File: src/rtl/instr_fetch_if.sv
// Fetch-unit bus: instruction-memory read port, pipeline control inputs and
// the fetched-instruction outputs towards decode and the register file.
interface instr_fetch_if;
  logic        IMEM_REQ;
  logic [31:0] IMEM_ADDR;
  logic [31:0] IMEM_RDATA;
  logic        IMEM_ACK;
  logic        STALL;
  logic        BR_TAKEN;
  logic [31:0] BR_TARGET;
  logic [31:0] INSTR;
  logic        INSTR_VALID;
  logic [31:0] PC_OUT;
  logic [31:0] R15;

  modport master (
    output IMEM_REQ, IMEM_ADDR, INSTR, INSTR_VALID, PC_OUT, R15,
    input  IMEM_RDATA, IMEM_ACK, STALL, BR_TAKEN, BR_TARGET
  );

  modport slave (
    input  IMEM_REQ, IMEM_ADDR, INSTR, INSTR_VALID, PC_OUT, R15,
    output IMEM_RDATA, IMEM_ACK, STALL, BR_TAKEN, BR_TARGET
  );
endinterface

File: src/rtl/instr_fetch.sv
// Instruction fetch stage: one outstanding memory read, output register plus
// one-entry skid buffer, branch redirect with discard of an in-flight response.
module instr_fetch #(
  parameter logic [31:0] RESET_PC = 32'h0000_0000
) (
  input  logic          CLK,
  input  logic          nRESET,
  instr_fetch_if.master bus
);

  localparam logic [1:0] ST_IDLE = 2'd0;
  localparam logic [1:0] ST_REQ  = 2'd1;
  localparam logic [1:0] ST_WAIT = 2'd2;

  function automatic logic [31:0] word_align(input logic [31:0] addr);
    return {addr[31:2], 2'b00};
  endfunction

  logic [1:0]  state_r,      state_s;
  logic [31:0] fetch_pc_r,   fetch_pc_s;
  logic [31:0] imem_addr_r,  imem_addr_s;
  logic        imem_req_r,   imem_req_s;
  logic [31:0] out_instr_r,  out_instr_s;
  logic [31:0] out_pc_r,     out_pc_s;
  logic        out_valid_r,  out_valid_s;
  logic [31:0] skid_instr_r, skid_instr_s;
  logic [31:0] skid_pc_r,    skid_pc_s;
  logic        skid_valid_r, skid_valid_s;
  logic        discard_r,    discard_s;
  logic        consume_s, ack_s, deliver_s, hold_s;

  // Next-state decode for the fetch FSM, output register and skid buffer.
  always_comb begin
    consume_s    = out_valid_r & ~bus.STALL;
    ack_s        = (state_r == ST_REQ) & bus.IMEM_ACK;
    deliver_s    = ack_s & ~discard_r;
    // an unacknowledged request keeps its address even across a redirect
    hold_s       = (state_r == ST_REQ) & ~bus.IMEM_ACK;
    state_s      = state_r;
    fetch_pc_s   = fetch_pc_r;
    out_instr_s  = out_instr_r;
    out_pc_s     = out_pc_r;
    out_valid_s  = out_valid_r;
    skid_instr_s = skid_instr_r;
    skid_pc_s    = skid_pc_r;
    skid_valid_s = skid_valid_r;
    discard_s    = discard_r;

    if (bus.BR_TAKEN) begin
      fetch_pc_s   = word_align(bus.BR_TARGET);
      out_valid_s  = 1'b0;
      skid_valid_s = 1'b0;
      discard_s    = hold_s;
      state_s      = ST_REQ;
    end else begin
      if (ack_s) begin
        discard_s = 1'b0;
      end else begin
        discard_s = discard_r;
      end

      if (deliver_s) begin
        fetch_pc_s = fetch_pc_r + 32'd4;
      end else begin
        fetch_pc_s = fetch_pc_r;
      end

      if (consume_s || !out_valid_r) begin
        if (skid_valid_r) begin
          out_instr_s  = skid_instr_r;
          out_pc_s     = skid_pc_r;
          out_valid_s  = 1'b1;
          skid_valid_s = deliver_s;
          if (deliver_s) begin
            skid_instr_s = bus.IMEM_RDATA;
            skid_pc_s    = imem_addr_r;
          end else begin
            skid_instr_s = skid_instr_r;
            skid_pc_s    = skid_pc_r;
          end
        end else if (deliver_s) begin
          out_instr_s = bus.IMEM_RDATA;
          out_pc_s    = imem_addr_r;
          out_valid_s = 1'b1;
        end else begin
          out_valid_s = 1'b0;
        end
      end else if (deliver_s) begin
        skid_instr_s = bus.IMEM_RDATA;
        skid_pc_s    = imem_addr_r;
        skid_valid_s = 1'b1;
      end else begin
        skid_valid_s = skid_valid_r;
      end

      case (state_r)
        ST_IDLE: state_s = ST_REQ;
        ST_REQ: begin
          if (ack_s) begin
            state_s = skid_valid_s ? ST_WAIT : ST_REQ;
          end else begin
            state_s = ST_REQ;
          end
        end
        ST_WAIT: state_s = skid_valid_s ? ST_WAIT : ST_REQ;
        default: state_s = ST_IDLE;
      endcase
    end

    if (hold_s) begin
      imem_addr_s = imem_addr_r;
    end else begin
      imem_addr_s = fetch_pc_s;
    end
    imem_req_s = (state_s == ST_REQ);
  end

  // State and output registers; reset drives every output to its idle value at once.
  always_ff @(posedge CLK or negedge nRESET) begin
    if (!nRESET) begin
      state_r      <= ST_IDLE;
      fetch_pc_r   <= RESET_PC;
      imem_addr_r  <= RESET_PC;
      imem_req_r   <= 1'b0;
      out_instr_r  <= 32'd0;
      out_pc_r     <= RESET_PC;
      out_valid_r  <= 1'b0;
      skid_instr_r <= 32'd0;
      skid_pc_r    <= 32'd0;
      skid_valid_r <= 1'b0;
      discard_r    <= 1'b0;
    end else begin
      state_r      <= state_s;
      fetch_pc_r   <= fetch_pc_s;
      imem_addr_r  <= imem_addr_s;
      imem_req_r   <= imem_req_s;
      out_instr_r  <= out_instr_s;
      out_pc_r     <= out_pc_s;
      out_valid_r  <= out_valid_s;
      skid_instr_r <= skid_instr_s;
      skid_pc_r    <= skid_pc_s;
      skid_valid_r <= skid_valid_s;
      discard_r    <= discard_s;
    end
  end

  assign bus.IMEM_REQ    = imem_req_r;
  assign bus.IMEM_ADDR   = imem_addr_r;
  assign bus.INSTR       = out_instr_r;
  assign bus.INSTR_VALID = out_valid_r;
  assign bus.PC_OUT      = out_pc_r;
  assign bus.R15         = out_pc_r + 32'd8;

endmodule

File: src/flat_wrapper.sv
// flat-port wrapper written by rule: the top's interface ports become plain ports
module instr_fetch_flat 
#(
  parameter logic [31:0] RESET_PC = 32'h0000_0000
)
  (CLK, nRESET, bus_IMEM_REQ, bus_IMEM_ADDR, bus_INSTR, bus_INSTR_VALID, bus_PC_OUT, bus_R15, bus_IMEM_RDATA, bus_IMEM_ACK, bus_STALL, bus_BR_TAKEN, bus_BR_TARGET);
  instr_fetch_if bus_i ();
  input  logic CLK;
  input  logic nRESET;
  output wire logic [$bits(bus_i.IMEM_REQ)-1:0] bus_IMEM_REQ;
  output wire logic [$bits(bus_i.IMEM_ADDR)-1:0] bus_IMEM_ADDR;
  output wire logic [$bits(bus_i.INSTR)-1:0] bus_INSTR;
  output wire logic [$bits(bus_i.INSTR_VALID)-1:0] bus_INSTR_VALID;
  output wire logic [$bits(bus_i.PC_OUT)-1:0] bus_PC_OUT;
  output wire logic [$bits(bus_i.R15)-1:0] bus_R15;
  input wire logic [$bits(bus_i.IMEM_RDATA)-1:0] bus_IMEM_RDATA;
  input wire logic [$bits(bus_i.IMEM_ACK)-1:0] bus_IMEM_ACK;
  input wire logic [$bits(bus_i.STALL)-1:0] bus_STALL;
  input wire logic [$bits(bus_i.BR_TAKEN)-1:0] bus_BR_TAKEN;
  input wire logic [$bits(bus_i.BR_TARGET)-1:0] bus_BR_TARGET;
  assign bus_IMEM_REQ = bus_i.IMEM_REQ;
  assign bus_IMEM_ADDR = bus_i.IMEM_ADDR;
  assign bus_INSTR = bus_i.INSTR;
  assign bus_INSTR_VALID = bus_i.INSTR_VALID;
  assign bus_PC_OUT = bus_i.PC_OUT;
  assign bus_R15 = bus_i.R15;
  assign bus_i.IMEM_RDATA = bus_IMEM_RDATA;
  assign bus_i.IMEM_ACK = bus_IMEM_ACK;
  assign bus_i.STALL = bus_STALL;
  assign bus_i.BR_TAKEN = bus_BR_TAKEN;
  assign bus_i.BR_TARGET = bus_BR_TARGET;
  instr_fetch #(.RESET_PC(RESET_PC)) u_core (.CLK(CLK), .nRESET(nRESET), .bus(bus_i));
endmodule
File: config.mk
export PLATFORM = sky130hd
export DESIGN_NAME = instr_fetch_flat
export DESIGN_NICKNAME = d
export VERILOG_FILES = /design/src/rtl/instr_fetch_if.sv /design/src/rtl/instr_fetch.sv /design/src/flat_wrapper.sv
export SDC_FILE = /design/constraint.sdc
export NUM_CORES = 1
export LEC_CHECK = 0
export CAP_MARGIN = 5
export CORE_UTILIZATION = 55
export DETAILED_ROUTE_END_ITERATION = 10
export PLACE_DENSITY = 0.82
export SLEW_MARGIN = 40
export SYNTH_ARGS = -nofsm -noshare
export SYNTH_HDL_FRONTEND = slang
export SYNTH_SLANG_ARGS = --single-unit
File: constraint.sdc
create_clock -name CLK -period 6.1 [get_ports CLK]
set_input_delay 1.525 -clock CLK [delete_from_list [all_inputs] [get_ports CLK]]
set_output_delay 1.525 -clock CLK [all_outputs]
set_load 0.005 [all_outputs]
==> metrics.md <==
| Metric | Value |
|---|---|
| Fin area | `11900 um2` |
| Final WL | `20.8 mm` |
| Status | `finished clean` |
| Post-CTS sizing | `0` |
| CTS H-Tree Depth | `4` |
| Vias in the first global route | `6425` |
| DP Area | `11300 um2` |
| Setup crit end kind | `primary output` |
| RD Place Congestion | `0.811` |
| Final nets | `1063` |
| Post-DP HPWL | `14.5 mm` |
| Clk_skew | `0.0107 ns` |
| Reg2reg setup slack | `3.64 ns` |
| Synth Area per Inst | `11.2 um2` |
| Worst IR drop on VDD | `0.000210 V` |
| Critical Path Start Type | `flop` |
| CP Class | `reg -> out` |
| Post-route DRC | `0` |
| Vias per inst | `5.55` |
| Worst-path clk slew | `0.07 ns` |
| F_max | `237 MHz` |
| Reg power frac | `48.2%` |
| Num CTS Buffers | `17` |
| Multi-input gate area in the final layout | `3990 um2` |
| CTS Root Cell | `clkbuf_16` |
| First-pass DRT Iterations | `4` |
| Total congestion overflow | `0` |
| Synth Area in Compound Gates | `7.11%` |
| Fin. max-slew vios | `0` |
| DIE HEIGHT | `131 um` |
| Synth Cell Area | `9130 um2` |
| GRT Resource Usage Total | `25.7%` |
| Worst path cell trace | `and4_1, nand4_1, or2_2, nor4_1, xor2_1, clkdlybuf4s50_1` |
| Slew of the pin with the lowest slew margin | `0.739 ns` |
| Fin crit period | `4.22 ns` |
| Net Sw Power | `1.06 mW` |
| Max-slew headroom | `50.4%` |
| Gate Count Post-Synth | `815` |
| Post-route clock period utilization | `69.1%` |
| Clk_lat worst skew | `0.43 ns` |
| Vias | `6781` |
| Internal | `2.73 mW` |
| First-pass GRT wire length | `33.4 mm` |
| Register area | `4960 um2` |
| Synth Register Bits | `198` |
| Post-synthesis sequential area ratio | `54.3%` |
| Die Span X | `131 um` |
| WP data arrival | `2.69 ns` |
| Syn nets | `886` |
| Initial Utilization | `56.9%` |
| Max-cap violation count | `0` |
| DR iter-0 viols | `636` |
| Largest family of logic cells by synthesized area | `multiplexers` |
| Die Area | `17100 um2` |
| Synth Area in Simple Gates | `13.4%` |
| HP Class | `reg -> reg` |
| Adder-cell share of the synthesized area | `0.274%` |
| Hold Vio Cnt, Final | `0` |
| Crit Path Max Fanout | `7` |
| FP Rows | `46` |
| CTS tree | `done` |
| Area Overhead vs Synth | `30.1%` |
| Total negative slack | `0 ns` |
| Setup Fix Bufs, Post-CTS | `0` |
| Power Density | `319 nW/um2` |
| Boundary Pins | `199` |
| Layout cell share with drive strength beyond 1 | `14.1%` |
| Fillers | `1142` |
| Max Root-Sink Buffers | `2` |
| Largest net degree at the start of global routing | `87` |
| Sw frac | `28.0%` |
| Final setup fails | `0` |
| Inserted Diodes | `0` |
| Unrepaired setup endpoints after global routing | `false` |
| Clock power frac | `28.6%` |
| Comb pwr share | `23.2%` |
| Hold bufs inserted after CTS | `0` |
| Yosys warnings | `0` |
| Final worst setup slack | `1.88 ns` |
| Final Util | `74.0%` |
| Worst hold slack | `0.480 ns` |
| Critical-path top delay cell | `clkdlybuf4s50_1` |
| Worst EP required | `4.58 ns` |
| Synth unique cells | `41` |
| WL/cell | `17.0 um` |
| Post-DRT Antenna Nets | `0` |
| # clock sinks | `198` |
| Buffers on Ports | `196` |
| Worst slack at placement | `2.03 ns` |
| Initial antenna violation count | `0` |
| Core Area | `16100 um2` |
| Synth Area in XOR/XNOR | `4.99%` |
| Slowest stage delay, CP | `0.51 ns` |
| Mux share of post-synthesis cell area | `17.6%` |
| LEAKAGE | `4.95 nW` |
## path summary, 6_finish.rpt
| check | startpoint | end | depth (start not counted) |
|---|---|---|---|
| max in group asynchronous | nRESET | u_core.bus.PC_OUT[8]$_DFFE_PN0P_ | 2 |
| setup reg to reg | u_core.state_r[1]$_DFF_PN0_ | u_core.bus.IMEM_ADDR[27]$_DFFE_PN0N_ | 5 |
| min in group asynchronous | nRESET | u_core.bus.IMEM_ADDR[6]$_DFFE_PN0N_ | 1 |
| hold reg to reg | u_core.bus.INSTR[4]$_DFFE_PN0P_ | u_core.bus.INSTR[4]$_DFFE_PN0P_ | 2 |
| hold / removal | u_core.bus.INSTR[4]$_DFFE_PN0P_ | u_core.bus.INSTR[4]$_DFFE_PN0P_ | 2 |
| setup / recovery | u_core.bus.PC_OUT[14]$_DFFE_PN0P_ | bus_R15[31] | 6 |
## cells in the final DEF, fill, tap and decap left out, drive strengths merged, types with 21 or more instances in the layout
master         synthesis  final
xnor2                 33     33
o21ai                 82     82
mux2i                 66     66
mux2                  84     84
and3                  21     21
nand2                116    116
nand3                 22     22
clkdlybuf4s50          0    195
nor2                  22     22
dfrtp                198    198
nand4                 24     24
## per-layer routing
layer  wire (um)  vias up  global-route usage (%)
li1            -     3239                       -
met1        9380     3334                    36.1
met2        9970      184                    40.2
met3        1120       24                    5.46
met4         346        0                    7.64
met5           0        -                       0
## sequential cells by signal (all words and copies together) (netlist names)
signal,flops
u_core.fetch_pc_r,32
u_core.skid_valid_r,1
u_core.bus.INSTR_VALID,1
u_core.skid_pc_r,32
u_core.bus.PC_OUT,32
u_core.state_r,2
u_core.bus.IMEM_REQ,1
u_core.bus.INSTR,32
u_core.discard_r,1
u_core.bus.IMEM_ADDR,32
u_core.skid_instr_r,32
## power by group through the flow
stage                     combinational (mW)  sequential (mW)  clock (mW)
after global placement                 0.856             1.83           0
final                                  0.879             1.82        1.08
after global routing                   0.975             1.86        1.15
after detailed placement               0.889             1.84           0
after floorplan                        0.373             1.79           0
after CTS                              0.894             1.82        1.10
## final cells by class
class	instances	area share, %
inverter	5	0.158
timing repair buffer	206	17.4
multi-input combinational	564	33.6
tap	216	2.28
clock buffer	17	3.58
sequential	198	41.7
clock inverter	15	1.22
## synthesized netlist by cell type
library cell | number | share of area, %
or2_2 | 2 | 0.14
inv_2 | 1 | 0.041
nor4_1 | 4 | 0.27
nor3_1 | 11 | 0.60
nand4bb_4 | 1 | 0.30
and4bb_2 | 1 | 0.14
and4_1 | 6 | 0.58
a22o_1 | 1 | 0.096
nor4_2 | 1 | 0.14
mux2i_1 | 66 | 7.2
a221o_1 | 10 | 1.1
a21oi_1 | 15 | 0.82
and2_1 | 4 | 0.27
o21a_1 | 1 | 0.082
dfrtp_1 | 198 | 54
ha_1 | 2 | 0.27
nor2_1 | 22 | 0.90
o21ai_0 | 78 | 4.3
a211oi_1 | 1 | 0.082
nand2b_1 | 2 | 0.14
buf_1 | 10 | 0.41
nor3_2 | 1 | 0.11
or3_1 | 2 | 0.14
nor3b_1 | 1 | 0.082
xnor2_1 | 33 | 3.2
clkbuf_1 | 27 | 1.1
o31ai_1 | 3 | 0.25
xor2_1 | 19 | 1.8
mux2_2 | 84 | 10
nand4_1 | 23 | 1.6
nand3_1 | 22 | 1.2
nand4_2 | 1 | 0.14
a31o_2 | 2 | 0.19
nor2b_1 | 3 | 0.21
nand2_1 | 116 | 4.8
buf_4 | 3 | 0.25
o21ai_1 | 4 | 0.22
and3_1 | 21 | 1.4
nor4_4 | 1 | 0.23
buf_2 | 8 | 0.44
inv_1 | 4 | 0.16
## cells by family (layout without fill, tap and decap cells)
logic type	count (synthesis)	in the layout
mux	150	150
fa+ha+maj	2	2
compound gates	115	115
simple gates	245	245
buf+inv	53	243
xor+xnor	52	52
flops	198	198
## critical path, delay by kind of cell, from the launching register on
| family | cells | cell delay (ns) |
|---|---|---|
| xor gates and xnor gates | 1 | 0.18 |
| and+or+nand+nor | 4 | 1.11 |
| buffers and inverters | 1 | 0.51 |
| DFF | 1 | 0.46 |
## through the flow
step,power [mW],instances
finish,3.78,1221
global route,3.99,1221
CTS,3.82,1221
detailed placement,2.73,1189
global placement,2.68,1187
floorplan,2.16,815
Note: power is estimated with default switching activity, not from simulation.
